===== src/rtl/ccg_vector_sequencer_pkg.sv =====
`default_nettype none
// ============================================================================
//  Module   : ccg_seq_pkg
//  Purpose  : Shared types and helpers for the CCG exhaustive vector
//             sequencer. Holds the sequencer state encoding, the default
//             MISR polynomial and seed, and one MISR step function.
//  Ports    : none (package)
//  Revision : 1.0  initial release
// ============================================================================
package ccg_seq_pkg;

   typedef enum logic [1:0] {
      S_IDLE    = 2'd0,
      S_SETTLE  = 2'd1,
      S_CAPTURE = 2'd2,
      S_FINISH  = 2'd3
   } seq_state_t;

   // Widest signature the step function handles. Callers pass narrower
   // values zero-extended and give the real width in 'width'.
   localparam int unsigned c_max_sig_w = 64;
   localparam int unsigned c_idx_w     = $clog2(c_max_sig_w);

   localparam logic [15:0] c_def_poly = 16'h1021;
   localparam logic [15:0] c_def_seed = 16'hFFFF;

   // One MISR step: shift left, fold POLY back in when the bit shifted out
   // was set, then XOR in the new data word. Result is masked to 'width'.
   function automatic logic [c_max_sig_w-1:0] misr_step(
      input logic [c_max_sig_w-1:0] sig,
      input logic [c_max_sig_w-1:0] poly,
      input logic [c_max_sig_w-1:0] data,
      input int unsigned            width
   );
      logic [c_max_sig_w-1:0] fb;
      logic [c_max_sig_w-1:0] mask;
      logic [c_idx_w-1:0]     msb_idx;
      msb_idx = c_idx_w'(width - 1);
      fb      = sig[msb_idx] ? poly : '0;
      mask    = (width >= c_max_sig_w) ? '1
              : ((c_max_sig_w'(1) << width) - c_max_sig_w'(1));
      return ((sig << 1) ^ fb ^ data) & mask;
   endfunction

endpackage
`default_nettype wire


===== src/rtl/ccg_vector_sequencer_if.sv =====
`default_nettype none
// ============================================================================
//  Module   : ccg_vector_sequencer_if
//  Purpose  : Bundles the harness-side control/status signals and the
//             circuit-side stimulus/response bus of the vector sequencer.
//  Ports    : start, abort, golden_sig  (harness -> sequencer)
//             busy, done, pass, signature (sequencer -> harness)
//             x (sequencer -> circuit), f (circuit -> sequencer)
//             modport slave  : the sequencer
//             modport master : harness plus circuit side
//  Revision : 1.0  initial release
// ============================================================================
interface ccg_vector_sequencer_if #(
   parameter int unsigned N_IN  = 2,
   parameter int unsigned N_OUT = 5,
   parameter int unsigned SIG_W = 16
);
   logic             start;
   logic             abort;
   logic [SIG_W-1:0] golden_sig;
   logic [N_IN-1:0]  x;
   logic [N_OUT-1:0] f;
   logic             busy;
   logic             done;
   logic             pass;
   logic [SIG_W-1:0] signature;

   modport master (
      output start, abort, golden_sig, f,
      input  x, busy, done, pass, signature
   );

   modport slave (
      input  start, abort, golden_sig, f,
      output x, busy, done, pass, signature
   );
endinterface
`default_nettype wire


===== src/rtl/ccg_vector_sequencer_misr.sv =====
`default_nettype none
// ============================================================================
//  Module   : ccg_misr
//  Purpose  : Multiple-input signature register compacting the circuit
//             outputs, one word per shift_en cycle.
//  Ports    : clk, rst_n   clock, synchronous active-low reset
//             load_seed    reload SEED (wins over shift_en)
//             shift_en     absorb data_in this edge
//             data_in      circuit output word, zero-extended to SIG_W
//             sig          current signature
//  Revision : 1.0  initial release
// ============================================================================
module ccg_misr
   import ccg_seq_pkg::*;
#(
   parameter int unsigned      SIG_W = 16,
   parameter int unsigned      N_OUT = 5,
   parameter logic [SIG_W-1:0] POLY  = SIG_W'(c_def_poly),
   parameter logic [SIG_W-1:0] SEED  = SIG_W'(c_def_seed)
) (
   input  logic             clk,
   input  logic             rst_n,
   input  logic             load_seed,
   input  logic             shift_en,
   input  logic [N_OUT-1:0] data_in,
   output logic [SIG_W-1:0] sig
);

   logic [SIG_W-1:0]       r_sig;
   logic [c_max_sig_w-1:0] w_step;

   always_comb begin
      w_step = misr_step(c_max_sig_w'(r_sig), c_max_sig_w'(POLY),
                         c_max_sig_w'(data_in), SIG_W);
   end

   always_ff @(posedge clk) begin
      if (!rst_n) begin
         r_sig <= SEED;
      end else if (load_seed) begin
         r_sig <= SEED;
      end else if (shift_en) begin
         r_sig <= w_step[SIG_W-1:0];
      end
   end

   assign sig = r_sig;

endmodule
`default_nettype wire


===== src/rtl/ccg_vector_sequencer.sv =====
`default_nettype none
// ============================================================================
//  Module   : ccg_vector_sequencer
//  Purpose  : Drives every input vector 0..2^N_IN-1 onto a combinational
//             benchmark circuit, holds each for SETTLE_CYC cycles, compacts
//             the outputs into a MISR and compares against a golden value.
//  Ports    : clk        rising-edge clock
//             rst_n      synchronous active-low reset
//             bus.slave  start/abort/golden_sig in, busy/done/pass/signature
//                        out, x to circuit, f from circuit
//  Revision : 1.0  initial release
// ============================================================================
module ccg_vector_sequencer
   import ccg_seq_pkg::*;
#(
   parameter int unsigned      N_IN       = 2,
   parameter int unsigned      N_OUT      = 5,
   parameter int unsigned      SETTLE_CYC = 1,
   parameter int unsigned      SIG_W      = 16,
   parameter logic [SIG_W-1:0] POLY       = SIG_W'(c_def_poly),
   parameter logic [SIG_W-1:0] SEED       = SIG_W'(c_def_seed)
) (
   input  logic                   clk,
   input  logic                   rst_n,
   ccg_vector_sequencer_if.slave  bus
);

   localparam int unsigned      c_cnt_w      = (SETTLE_CYC > 1) ? $clog2(SETTLE_CYC) : 1;
   localparam logic [c_cnt_w-1:0] c_cnt_reload = c_cnt_w'(SETTLE_CYC - 1);
   localparam int unsigned      c_vec_w      = N_IN + 1;
   // One extra bit keeps the last vector reachable by compare without wrap.
   localparam logic [c_vec_w-1:0] c_last_vec  = c_vec_w'((2 ** N_IN) - 1);

   seq_state_t         r_state;
   seq_state_t         w_state_nxt;
   logic [c_cnt_w-1:0] r_settle_cnt;
   logic [c_vec_w-1:0] r_vec;
   logic [N_IN-1:0]    r_x;
   logic               r_pass;
   logic [SIG_W-1:0]   w_sig;
   logic               w_start_run;
   logic               w_abort_run;
   logic               w_capture;
   logic               w_finish;
   logic               w_last_vec;

   assign w_last_vec = (r_vec == c_last_vec);

   always_ff @(posedge clk) begin
      if (!rst_n) begin
         r_state <= S_IDLE;
      end else begin
         r_state <= w_state_nxt;
      end
   end

   // abort outranks every in-run action, including the CAPTURE shift.
   always_comb begin
      w_state_nxt = r_state;
      w_start_run = 1'b0;
      w_abort_run = 1'b0;
      w_capture   = 1'b0;
      w_finish    = 1'b0;
      case (r_state)
         S_IDLE: begin
            if (bus.start) begin
               w_start_run = 1'b1;
               w_state_nxt = S_SETTLE;
            end
         end
         S_SETTLE: begin
            if (bus.abort) begin
               w_abort_run = 1'b1;
               w_state_nxt = S_IDLE;
            end else if (r_settle_cnt == '0) begin
               w_state_nxt = S_CAPTURE;
            end
         end
         S_CAPTURE: begin
            if (bus.abort) begin
               w_abort_run = 1'b1;
               w_state_nxt = S_IDLE;
            end else begin
               w_capture   = 1'b1;
               w_state_nxt = w_last_vec ? S_FINISH : S_SETTLE;
            end
         end
         S_FINISH: begin
            w_state_nxt = S_IDLE;
            if (bus.abort) begin
               w_abort_run = 1'b1;
            end else begin
               w_finish = 1'b1;
            end
         end
         default: w_state_nxt = S_IDLE;
      endcase
   end

   always_ff @(posedge clk) begin
      if (!rst_n) begin
         r_settle_cnt <= '0;
         r_vec        <= '0;
         r_x          <= '0;
         r_pass       <= 1'b0;
      end else if (w_start_run) begin
         r_settle_cnt <= c_cnt_reload;
         r_vec        <= '0;
         r_x          <= '0;
         r_pass       <= 1'b0;
      end else if (w_abort_run) begin
         r_vec        <= '0;
         r_x          <= '0;
         r_pass       <= 1'b0;
      end else if (r_state == S_SETTLE) begin
         if (r_settle_cnt != '0) begin
            r_settle_cnt <= r_settle_cnt - c_cnt_w'(1);
         end
      end else if (w_capture && !w_last_vec) begin
         r_vec        <= r_vec + c_vec_w'(1);
         r_x          <= N_IN'(r_vec + c_vec_w'(1));
         r_settle_cnt <= c_cnt_reload;
      end else if (w_finish) begin
         r_pass <= (w_sig == bus.golden_sig);
      end
   end

   ccg_misr #(
      .SIG_W (SIG_W),
      .N_OUT (N_OUT),
      .POLY  (POLY),
      .SEED  (SEED)
   ) u_misr (
      .clk       (clk),
      .rst_n     (rst_n),
      .load_seed (w_start_run),
      .shift_en  (w_capture),
      .data_in   (bus.f),
      .sig       (w_sig)
   );

   assign bus.x         = r_x;
   assign bus.busy      = (r_state != S_IDLE);
   assign bus.done      = w_finish;
   assign bus.pass      = r_pass;
   assign bus.signature = w_sig;

endmodule
`default_nettype wire


===== src/flat_wrapper.sv =====
// flat-port wrapper written by rule: the top's interface ports become plain ports
module ccg_vector_sequencer_flat import ccg_seq_pkg::*;
#(
   parameter int unsigned      N_IN       = 2,
   parameter int unsigned      N_OUT      = 5,
   parameter int unsigned      SETTLE_CYC = 1,
   parameter int unsigned      SIG_W      = 16,
   parameter logic [SIG_W-1:0] POLY       = SIG_W'(c_def_poly),
   parameter logic [SIG_W-1:0] SEED       = SIG_W'(c_def_seed)
)
  (clk, rst_n, bus_start, bus_abort, bus_golden_sig, bus_f, bus_x, bus_busy, bus_done, bus_pass, bus_signature);
  ccg_vector_sequencer_if #(.N_IN(N_IN), .N_OUT(N_OUT), .SIG_W(SIG_W)) bus_i ();
  input  logic clk;
  input  logic rst_n;
  input wire logic [$bits(bus_i.start)-1:0] bus_start;
  input wire logic [$bits(bus_i.abort)-1:0] bus_abort;
  input wire logic [$bits(bus_i.golden_sig)-1:0] bus_golden_sig;
  input wire logic [$bits(bus_i.f)-1:0] bus_f;
  output wire logic [$bits(bus_i.x)-1:0] bus_x;
  output wire logic [$bits(bus_i.busy)-1:0] bus_busy;
  output wire logic [$bits(bus_i.done)-1:0] bus_done;
  output wire logic [$bits(bus_i.pass)-1:0] bus_pass;
  output wire logic [$bits(bus_i.signature)-1:0] bus_signature;
  assign bus_i.start = bus_start;
  assign bus_i.abort = bus_abort;
  assign bus_i.golden_sig = bus_golden_sig;
  assign bus_i.f = bus_f;
  assign bus_x = bus_i.x;
  assign bus_busy = bus_i.busy;
  assign bus_done = bus_i.done;
  assign bus_pass = bus_i.pass;
  assign bus_signature = bus_i.signature;
  ccg_vector_sequencer #(.N_IN(N_IN), .N_OUT(N_OUT), .SETTLE_CYC(SETTLE_CYC), .SIG_W(SIG_W), .POLY(POLY), .SEED(SEED)) u_core (.clk(clk), .rst_n(rst_n), .bus(bus_i));
endmodule

===== config.mk =====
export PLATFORM = sky130hd
export DESIGN_NAME = ccg_vector_sequencer_flat
export DESIGN_NICKNAME = d
export VERILOG_FILES = /design/src/rtl/ccg_vector_sequencer_pkg.sv /design/src/rtl/ccg_vector_sequencer_if.sv /design/src/rtl/ccg_vector_sequencer_misr.sv /design/src/rtl/ccg_vector_sequencer.sv /design/src/flat_wrapper.sv
export SDC_FILE = /design/constraint.sdc
export NUM_CORES = 1
export LEC_CHECK = 0
export ABC_AREA = 1
export BUFFER_PORTS_ARGS = -buffer_cell sky130_fd_sc_hd__buf_2
export CAP_MARGIN = 20
export CORE_UTILIZATION = 50
export DETAILED_ROUTE_END_ITERATION = 7
export GPL_TIMING_DRIVEN = 0
export PLACE_DENSITY = 0.81
export SLEW_MARGIN = 20
export SYNTH_ARGS = -nofsm -noshare
export SYNTH_HDL_FRONTEND = slang
export SYNTH_SLANG_ARGS = --single-unit

===== constraint.sdc =====
create_clock -name clk -period 2.4 [get_ports clk]
set_input_delay 0 -clock clk [delete_from_list [all_inputs] [get_ports clk]]
set_output_delay 0 -clock clk [all_outputs]
set_load 0.05 [all_outputs]

==> Word-level counts from Yosys, hierarchy flattened <==
Cells that the tools add are included.
{ "totals": {"inputBits": 25, "output_inout_bits": 21, "wordCells": 50, "reg_bits": 25} }
{ "op_classes": {"eq_ne": 7, "n_reduce_logical": 12, "addsub": 2, "n_bitwise": 6, "muxes": 17} }
{ "op_table": {"columns": ["cell", "count"], "rows": [
  ["$eq 16x16->1", 1],
  ["$xor 16x13->16", 1],
  ["$xor 16x5->16", 1],
  ["$mux 13", 1],
  ["$mux 1", 10],
  ["$mux 2", 5],
  ["$pmux 2 s4", 1],
  ["$reduce_and 2->1", 3],
  ["$reduce_or 3->1", 2],
  ["$eq 2x2->1 const B", 2],
  ["$not 1->1", 4],
  ["$reduce_bool 2->1", 2],
  ["$add 3x1->3 const B", 1],
  ["$eq 3x2->1 const B", 1],
  ["$ne 3x3->1 const B", 1],
  ["$reduce_and 3->1", 1],
  ["$eq 2x1->1 const B", 1],
  ["$logic_not 2->1", 1],
  ["$ne 2x2->1 const B", 1],
  ["$reduce_or 2->1", 1],
  ["$logic_and 1x1->1", 1],
  ["$logic_not 1->1", 1],
  ["$sub 1x1->1 const B", 1]
]} }

==> Longest topological paths before layout <==
{ "depth": {"ltp_word": 5, "depth_mapped": 8, "depth_no_buf": 8} }

==> By module <==
From an unflattened synthesis, not the netlist that was laid out.
{ "unflattened": {"cells_unflattened": 217, "area_unflattened_um2": 1357.6} }
{ "modules_own_cells": {"columns": ["mod", "seq_area_each_um2", "cells_each", "n_inst", "area_per_inst_um2"], "rows": [
  ["ccg_misr", 320.3, 120, 1, 792.0],
  ["ccg_vector_sequencer", 120.1, 97, 1, 565.5]
]} }

==> Least setup slack after synthesis <==
OpenSTA, ideal clock, no wires.
{ "synth_timing": {"kind": "reg2reg", "start": "reg u_core.r_state[1]", "end": "reg u_core.r_pass, in the netlist u_core.bus.pass", "setup_ns": 0.070, "required_ns": 2.330, "t_arrival_ns": 1.530, "setup_slack_ns": 0.800, "period_less_slack_ns": 1.600, "path_buffers": 0, "path_stages_with_launch": 7, "path_cell_list": "dfxtp_1 > nand2_1 > nor2_1 > nand3_1 > nor2_1 > nand2_1 > a21oi_1"} }
{ "synth_between": {"elab_cells_between_ends": 14, "cone_classes": "eq/ne: 3; mux: 4; bitwise: 2; reduce/logical: 5"} }
{ "synth_rtl": {"columns": ["element", "line_no", "text"], "rows": [
  ["from (decl)", "ccg_vector_sequencer.sv:34", "seq_state_t r_state;"],
  ["from (signal assigned)", "ccg_vector_sequencer.sv:53", "r_state <= w_state_nxt;"],
  ["$eq 2x2->1", "ccg_vector_sequencer.sv:64", "case (r_state)"],
  ["$mux 1", "ccg_vector_sequencer.sv:64", null],
  ["named net bus_done", "flat_wrapper.sv:21", "output wire logic [$bits(bus_i.done)-1:0] bus_done;"],
  ["$reduce_and 3->1 (no source line)", null, null],
  ["to (signal assigned)", "ccg_vector_sequencer.sv:124", "r_pass <= (w_sig == bus.golden_sig);"],
  ["to (decl)", "ccg_vector_sequencer.sv:39", "logic r_pass;"]
]} }
The timed path passes the listed nets, and every way through them passes these cells.
A chain may end at the register's enable or synchronous reset.

==> impl_table.tex <==
\begin{tabular}{lr}
\hline
Metric & Value \\
\hline
\multicolumn{2}{l}{\textbf{Run status}} \\
Status & finished, final reports clean \\
\multicolumn{2}{l}{\textbf{Layout}} \\
Nets & 252 \\
Final design area excluding fillers & 1590 µm² \\
Most common library cell in the layout ignoring fill and taps & sky130\_fd\_sc\_hd\_\_buf\_2 \\
Area overhead of the layout relative to synthesis & 29.5\% \\
Commonest cells after routing, fill and taps aside & sky130\_fd\_sc\_hd\_\_buf\_2 (47), sky130\_fd\_sc\_hd\_\_nand2\_1 (32), sky130\_fd\_sc\_hd\_\_dfxtp\_1 (22) \\
Number of antenna cells inserted & 0 \\
Fraction of layout cells with a size suffix above 1 & approximately 34\% \\
\multicolumn{2}{l}{\textbf{Setup path}} \\
Count of buffer and inverter cells on the critical path & 1 \\
Most used cell, CP & sky130\_fd\_sc\_hd\_\_ha\_1 \\
Cell with the largest stage delay on the worst path & sky130\_fd\_sc\_hd\_\_dlygate4sd3\_1 \\
Flop2flop setup slack & between 700 and 800 ps \\
Largest fanout on the critical path & 3 \\
Setup crit end kind & flop \\
Start-to-end type of the worst setup path & reg2reg \\
Ordered cell list for the critical path & ha\_1, ha\_1, o21ai\_0, nor4\_1, dlygate4sd3\_1 \\
Cells on worst reg2reg path & 5 \\
Sort of element at the start of the critical path & flop \\
Source of the worst register-to-register timing path & u\_core.bus.x[0] \\
Required time at the endpoint of the critical path & 2600 ps \\
Worst reg2reg endpoint & u\_core.r\_state[1] \\
Crit path DAT & 1870 ps \\
Maximum single-stage delay on the critical path & 550 ps \\
Family with the most delay on the worst path & buffers and inverters \\
\multicolumn{2}{l}{\textbf{Drt}} \\
Routed vias & 1,236 \\
Number of DRC violations after detailed routing & 0 \\
Per-cell routed wire length & 11.7 µm \\
Pre-Repair DR Iteration Count & 4 \\
1st-iter DRT viols & 56 \\
Vias/cell & 4.92 \\
Count of antenna-violating nets left after detailed routing & 0 \\
Wirelength, routed & about 2900 µm \\
\multicolumn{2}{l}{\textbf{Yosys}} \\
Number of warnings reported in the yosys synthesis log & 0 \\
Sequential area share after synthesis & 35.8\% \\
Combined area of all synthesized cells & 1230 µm² \\
Post-synth EDFFs & 0 \\
Net count after synthesis & 194 \\
Avg Cell Area, Syn & 7.37 µm² \\
Proportion of register bits with asynchronous set or reset after synthesis & 0\% \\
Most used DFF post-synth & sky130\_fd\_sc\_hd\_\_dfxtp\_1 \\
Number of distinct standard cells referenced by the synthesized netlist & 22 \\
Number of instances in the synthesized netlist & 167 \\
Synthesized flop and latch total & 22 \\
\multicolumn{2}{l}{\textbf{Placement}} \\
Hpwl dp & 2110 µm \\
Final weighted congestion in routability-driven placement & 0.783 \\
Post-detailed-placement cell area & 1490 µm² \\
Number of port buffers & 45 \\
\multicolumn{2}{l}{\textbf{STA}} \\
Final Setup Violations & 0 \\
Worst rel slew slack & $\sim$83\% \\
Transition time of the tightest slew-check pin & around 250 ps \\
Period minus WS final & between 1500 and 2000 ps \\
Upper clock frequency limit & approximately 600 MHz \\
RSZ-0062 raised after global routing & no \\
Worst clock skew & 0.988 ps \\
Final count of hold timing violations & 0 \\
Sum of negative setup slack & 0 ps \\
Count of pins over their slew limit & 0 \\
Final worst-path cycle share & 69.7\% \\
\multicolumn{2}{l}{\textbf{Floorplanning}} \\
Die H & 51.6 µm \\
Horizontal extent of the die & roughly 52 µm \\
Cell Rows & 17 \\
Overall die area & between 2000 and 3000 µm² \\
Std-Cell Core Area & roughly 2300 µm² \\
Count of pins on the block boundary & 46 \\
Starting density of the core & 54.1\% \\
\multicolumn{2}{l}{\textbf{Power and ir drop}} \\
Worst-case vdd ir drop & 0.000396 V \\
PD cells & 390 nW/µm² \\
P\_leak & 0.000810 µW \\
\multicolumn{2}{l}{\textbf{Worst hold path}} \\
Class of the worst hold path & in2reg \\
Hold Startpoint & bus\_f[4] \\
Depth of the worst hold-timing path & 4 \\
Hold EP & u\_core.u\_misr.sig[4] \\
\multicolumn{2}{l}{\textbf{CTS}} \\
Clock slew at the register clock pins of the worst setup and hold paths & $\sim$110 ps \\
Clock latency of the later-clocked register in the worst-skew pair & 300 ps \\
Max Buffers Root-to-Sink & 2 \\
CTS root buf & sky130\_fd\_sc\_hd\_\_clkbuf\_4 \\
Clock tree from TritonCTS & yes \\
Quantity of gates resized following cts & 0 \\
Total clock buffers created by CTS & 3 \\
Number of setup buffers added after CTS & 0 \\
Sink Count & 22 \\
Number of hold-repair buffers added at the cts stage & 8 \\
H-tree levels & 1 \\
\multicolumn{2}{l}{\textbf{Global routing}} \\
Global-route wire length before repair & between 4000 and 5000 µm \\
Remaining Overflow, GRT & 0 \\
Number of global-route vias before repair & 1,123 \\
Overall track demand over capacity in global routing & about a quarter \\
Largest net degree at the start of global routing & 12 \\
Antenna violations before repair & 0 \\
\multicolumn{2}{l}{\textbf{Run}} \\
Max-cap violation count & 0 \\
\hline
\end{tabular}
[flip-flops by register name, indices dropped and copies added (netlist names)]
name and count:
u_core.u_misr.sig 16, u_core.r_state 2, u_core.bus.x 1, u_core.r_vec 2, u_core.bus.pass 1
[layer usage]
metal / wire, µm / up-vias / part of all wire (%) / track usage, %
met1: 1270 / 551 / 43 / 30.9
met3: 178 / 8 / 6.1 / 2.63
met2: 1400 / 50 / 48 / 43.3
li1: - / 627 / - / -
met5: 0 / - / 0 / 0
met4: 77 / 0 / 2.6 / 10.4
[worst max path at each step]
stage | from | end | slack (ps) | depth (start not counted)
after global placement | u_core.bus.x[0] | u_core.r_vec[2] | 1140 | 5
after CTS | bus_abort | u_core.r_state[0] | 750 | 8
after floorplan | u_core.r_state[1] | u_core.bus.pass | 800 | 6
after detailed placement | u_core.bus.x[0] | u_core.r_vec[2] | 1090 | 5
final | u_core.bus.x[0] | u_core.r_state[1] | 730 | 5
after global routing | u_core.bus.x[0] | u_core.r_state[1] | 600 | 5
[Yosys cell counts, types with 2 or more instances]
cell | instances | area, µm²
sky130_fd_sc_hd__inv_1 | 16 | 60.1
sky130_fd_sc_hd__ha_1 | 2 | 25.0
sky130_fd_sc_hd__a21oi_1 | 14 | 70.1
sky130_fd_sc_hd__nand2_2 | 3 | 18.8
sky130_fd_sc_hd__o21ai_0 | 4 | 20.0
sky130_fd_sc_hd__dfxtp_1 | 22 | 440
sky130_fd_sc_hd__xor2_1 | 9 | 78.8
sky130_fd_sc_hd__nand3_1 | 5 | 25.0
sky130_fd_sc_hd__buf_2 | 2 | 10.0
sky130_fd_sc_hd__xnor2_1 | 8 | 70.1
sky130_fd_sc_hd__buf_4 | 12 | 90.1
sky130_fd_sc_hd__nand2_1 | 32 | 120
sky130_fd_sc_hd__o21ai_1 | 10 | 50.1
sky130_fd_sc_hd__o211ai_1 | 2 | 15.0
sky130_fd_sc_hd__nor2_1 | 14 | 52.6
sky130_fd_sc_hd__inv_2 | 5 | 18.8
sky130_fd_sc_hd__buf_6 | 2 | 22.5
[tightest hold or removal path, delay by kind of cell]
family	cells	cell delay, ps
xor+xnor	1	60
compound gates	2	200
buf+inv	1	80
[metrics by stage]
| stage | std cells | hold slack, ps | utilization [%] | worst slack [ps] | power (µW) |
|---|---|---|---|---|---|
| CTS | 251 | 58.6 | 70.0 | 745 | 627 |
| detailed placement | 240 | 234 | 65.5 | 1090 | 456 |
| global route | 251 | 71.8 | 70.0 | 596 | 653 |
| finish | 251 | 77.4 | 70.0 | 727 | 622 |
| floorplan | 167 | 78.0 | - | 800 | 424 |
| global placement | 240 | 226 | 65.5 | 1140 | 454 |
[final cells by class]
type	count	area, µm²
fill	195	682
multi-input combinational	108	589
sequential	22	440
timing repair buffer	53	305
buffer	16	123
inverter	21	78.8
tap	28	35.0
clock buffer	3	22.5
[kinds of logic after synthesis]
group	after synthesis	synth area share (%)
AND/OR/NAND/NOR	57	19.4
buffers and inverters	37	16.4
XOR/XNOR	17	12.1
AO/OA/AOI/OAI	32	14.3
adder cells (fa/ha/maj)	2	2.03
flip-flops	22	35.8
[power by group]
part | switching (µW) | internal [µW] | total [µW] | leakage, µW
clock | 105 | 58.5 | 163 | 0.0000138
sequential | 1.69 | 367 | 369 | 0.000178
combinational | 47.3 | 42.8 | 90.1 | 0.000618
total | 154 | 468 | 622 | 0.000810
Power figures use the tool's default switching activity.
